`config.mk`:
```
export PLATFORM = sky130hd
export DESIGN_NAME = led_scan_controller
export DESIGN_NICKNAME = d
export VERILOG_FILES = /design/src/rtl/led_scan_controller.sv
export SDC_FILE = /design/constraint.sdc
export NUM_CORES = 1
export LEC_CHECK = 0
export ABC_AREA = 1
export CAP_MARGIN = 5
export CELL_PAD_IN_SITES_DETAIL_PLACEMENT = 1
export CELL_PAD_IN_SITES_GLOBAL_PLACEMENT = 2
export CORE_MARGIN = 5
export CORE_UTILIZATION = 39
export CTS_CLUSTER_SIZE = 14
export DETAILED_ROUTE_END_ITERATION = 6
export PLACE_DENSITY = 0.83
export SLEW_MARGIN = 20
export SYNTH_ARGS = -nofsm -noshare
export SYNTH_HDL_FRONTEND = slang
export SYNTH_SLANG_ARGS = --single-unit
```
`constraint.sdc`:
```
create_clock -name clk -period 4 [get_ports clk]
set_clock_uncertainty 0.05 [all_clocks]
set_input_delay 0.4 -clock clk [delete_from_list [all_inputs] [get_ports clk]]
set_output_delay 0.4 -clock clk [all_outputs]
set_load 0.02 [all_outputs]
```
`src/rtl/led_scan_controller.sv`:
```
// led_scan_controller: four-digit time-multiplexed scanner with frame-synchronous double-buffered display value.
module led_scan_controller #(
    parameter int DIV_WIDTH    = 16,
    parameter int BLANK_CYCLES = 256
) (
    input  logic        clk,
    input  logic        reset,
    input  logic [15:0] data_in,
    input  logic        load,
    input  logic        blank_all,
    output logic [3:0]  char,
    output logic [3:0]  an,
    output logic        frame_start,
    output logic        pending
);
    localparam logic [DIV_WIDTH-1:0] BLANK_LIM = DIV_WIDTH'(BLANK_CYCLES);

    logic [DIV_WIDTH-1:0] cnt;
    logic [1:0]           idx;
    logic [15:0]          disp;
    logic [15:0]          pend;
    logic [15:0]          disp_next;
    logic                 boundary;
    logic                 in_blank;

    // cnt/idx name the slot position the outputs are about to present, so the
    // edge ending the digit-0 slot sees cnt==0, idx==3
    assign boundary  = (cnt == '0) && (idx == 2'd3);
    assign disp_next = (boundary && pending) ? pend : disp;

    generate
        if (BLANK_CYCLES == 0) begin : g_no_blank
            assign in_blank = 1'b0;
        end else begin : g_blank
            assign in_blank = cnt < BLANK_LIM;
        end
    endgenerate

    always_ff @(posedge clk or posedge reset) begin
        if (reset) begin
            cnt         <= '0;
            idx         <= 2'd3;
            disp        <= 16'h0000;
            pend        <= 16'h0000;
            pending     <= 1'b0;
            char        <= 4'h0;
            an          <= 4'b1111;
            frame_start <= 1'b0;
        end else begin
            cnt         <= cnt + 1'b1;
            if (&cnt)
                idx     <= idx - 2'd1;
            disp        <= disp_next;
            if (load)
                pend    <= data_in;
            pending     <= load | (pending & ~boundary);
            char        <= disp_next[{idx, 2'b00} +: 4];
            an          <= (in_blank || blank_all) ? 4'b1111 : ~(4'b0001 << idx);
            frame_start <= boundary;
        end
    end
endmodule

```
==> results.json <==
{
  "finalSetupTns_ps": 0,
  "synth_nets": 271,
  "wl_per_cell_microns": 14.8,
  "firstDrtPassIters": 4,
  "synth.area.top_cells": "dfrtp_1 (51%), nand2_1 (7.4%), mux2_2 (6.9%)",
  "setup_viol": 0,
  "place_congestion": 0.762,
  "cp-end-kind": "flop",
  "max_cap_violations": 0,
  "hold_path.class": "reg2reg",
  "grt_max_degree": 41,
  "finalHoldViolCount": 0,
  "drc_errors": 0,
  "cp_cell_sequence": "ha_1, inv_1, nor2_1, nand2_1, nor2_8, nand3_4, nand2_1, nand3_1, nand3_1, nand2_1",
  "syn2layout_area_growth_pct": 21.5,
  "ant_nets": 0,
  "grt_pass1_wl_microns": 9140,
  "n_antenna_cell": 0,
  "cts_tree": "done",
  "grt.total_usage_pct": 13.9,
  "vias_per_cell": 4.96,
  "clock_latency_ps": 330,
  "fp.dieH_microns": 92.1,
  "yosysWarningCount": 0,
  "synth_cells": 245,
  "clkSlewWorstSetupHoldPaths_ps": 70,
  "worst_hold_slack_ps": 419,
  "cts_resized": 0,
  "die-area_sq_um": 8480,
  "numCtsBuffers": 9,
  "avgSynthCellArea_sq_um": 10.7,
  "path_class": "reg2reg",
  "max_slew_margin_pct": 42.7,
  "area.sequential_sq_um": 1510,
  "p_per_area_nw_per_um2": 401,
  "fin_crit_ps": 2250,
  "fmax_mhz": 445,
  "nets": 304,
  "holdBufCountCts": 0,
  "grt_overflow_total": 0,
  "num_vias": 1799,
  "n_fill_cell": 762,
  "grt_pass1_vias": 1842,
  "cts_num_sinks": 60,
  "p_leak_nw": 1.54,
  "rsz0062_at_grt": "no",
  "core-area_sq_um": 6680,
  "io_buffers": 29,
  "totalWireLength_microns": 5360,
  "crit_top_cell": "nand2_1",
  "cpPeakStageDelay_ps": 670,
  "placementRows": 30,
  "h-tree-depth": 3,
  "cp.arrival_ps": 2410,
  "finalCritPeriodShare_pct": 56.2,
  "hpwl_microns": 3920,
  "synth_cell_types": 28,
  "drt_iter0_markers": 64,
  "drive_above_1_share_pct": 18.4,
  "yosysSeqAreaShare_pct": 57.4,
  "clockRootBuffer": "clkbuf_8",
  "multi_input_area_sq_um": 1010,
  "syn-cell-area_sq_um": 2630,
  "synth_top_area_share_pct": 51.4,
  "initial_utilization_pct": 39.3,
  "cts_setup_buffers": 0,
  "required_ps": 4170,
  "outcome": "finished, final reports clean",
  "cts_buffer_depth": 2,
  "tightestPinTransition_ps": 858,
  "yosysTopAreaCell": "dfrtp_1",
  "drv_slew": 0,
  "cp_max_fo": 17,
  "die_width_microns": 92.1,
  "ir_worst_vdd_uv": 247,
  "ys_ff_latch": 60,
  "critPathLaunchType": "flop",
  "antenna_found_initial": 0,
  "cpMaxStageDelayCell": "dfstp_2",
  "ioPinCount": 30
}
-- state kept, by name, indices dropped and copies added, names as in the netlist --
register / count
cnt: 16
disp: 16
pend: 16
an: 4
char: 4
idx: 2
frame_start: 1
pending: 1
-- power by group --
| part | internal, mW | switching [mW] | total, mW | leakage (nW) |
|---|---|---|---|---|
| clock network | 0.365 | 0.231 | 0.596 | 0.113 |
| registers | 0.623 | 0.0104 | 0.634 | 0.761 |
| logic | 0.0311 | 0.0207 | 0.0518 | 0.662 |
-- critical path, delay by kind of cell (launching register included) --
family,cells,cell delay (ps)
adders and majority gates,1,220
and+or+nand+nor,8,1160
buffers and inverters,1,50
DFF,1,670
-- layout make-up --
class / instances / share of cell area, %
Clock inverter: 5 / 2.35
Tap cell: 80 / 3.13
Sequential cell: 60 / 47.3
Clock buffer: 11 / 4.43
Inverter: 15 / 1.76
Multi-Input combinational cell: 162 / 31.7
Timing Repair Buffer: 30 / 9.33
-- per-layer routing --
layer | GRT usage [%] | part of all wire [%]
met1 | 19.9 | 52
met2 | 19.6 | 42
met3 | 4.27 | 4.6
met4 | 5.20 | 1.7
met5 | 0 | 0
-- metrics by stage --
stage               utilization (%)  instances  instance area, sq um  power (mW)  setup slack (ps)
floorplan                         -        245                  2630       0.668              2080
global placement               44.6        347                  2980       0.697              1820
detailed placement             44.6        347                  2980       0.699              1760
CTS                            47.8        363                  3190        1.30              1740
global route                   47.8        363                  3190        1.34              1570
finish                         47.8        363                  3190        1.28              1750
-- final timing paths --
check	startpoint	to	slack [ps]	cells after the start
max	idx[0]	char[2]	1750	10
min	disp[4]	disp[4]	420	2
max reg2reg	idx[0]	char[2]	1750	10
min reg2reg	disp[4]	disp[4]	420	2
max in group asynchronous	reset	idx[0]	2530	3
min in group asynchronous	reset	cnt[3]	520	2
-- Yosys cell counts --
master    count
nand4_1      18
nand3_2       2
clkbuf_1      2
dfstp_2       6
nor2_4        2
o21bai_1      1
nor2_8        1
nand3_1      24
ha_1          6
nor4_1        1
buf_2         3
nand2_1      52
mux2_2       16
nor3_2        2
buf_4         2
inv_1        14
a21oi_1       1
nor2_2        1
nand3_4       1
inv_2         1
dfrtp_1      54
nor2_1       16
o21ai_1       1
buf_6         1
xnor2_1       5
nand2_2       3
nand3b_1      1
xor2_1        8
-- placed cells by master (no fill, tap or decap), types with 2 or more instances in the layout --
master,count
nor3_2,2
nor2_1,16
nand3_2,2
nor2_4,2
inv_1,13
inv_2,2
mux2_2,16
dfstp_2,6
nand4_1,18
dfrtp_1,54
xnor2_1,5
clkdlybuf4s50_1,29
nand2_2,3
nand3_1,24
xor2_1,8
clkbuf_8,10
ha_1,6
clkinv_2,3
nand2_1,52
bufinv_16,2
-- kinds of logic (layout without fill, tap and decap cells) --
family / Yosys count / after routing / share of synthesized area, %
AO/OA/AOI/OAI: 3 / 3 / 0.666
adder cells (fa/ha/maj): 6 / 6 / 2.86
flip-flops: 60 / 60 / 57.4
buffers and inverters: 23 / 61 / 4.00
XOR/XNOR: 13 / 13 / 4.33
multiplexers: 16 / 16 / 6.86
AND/OR/NAND/NOR: 124 / 124 / 23.9
(Power assumes the default switching activity.)
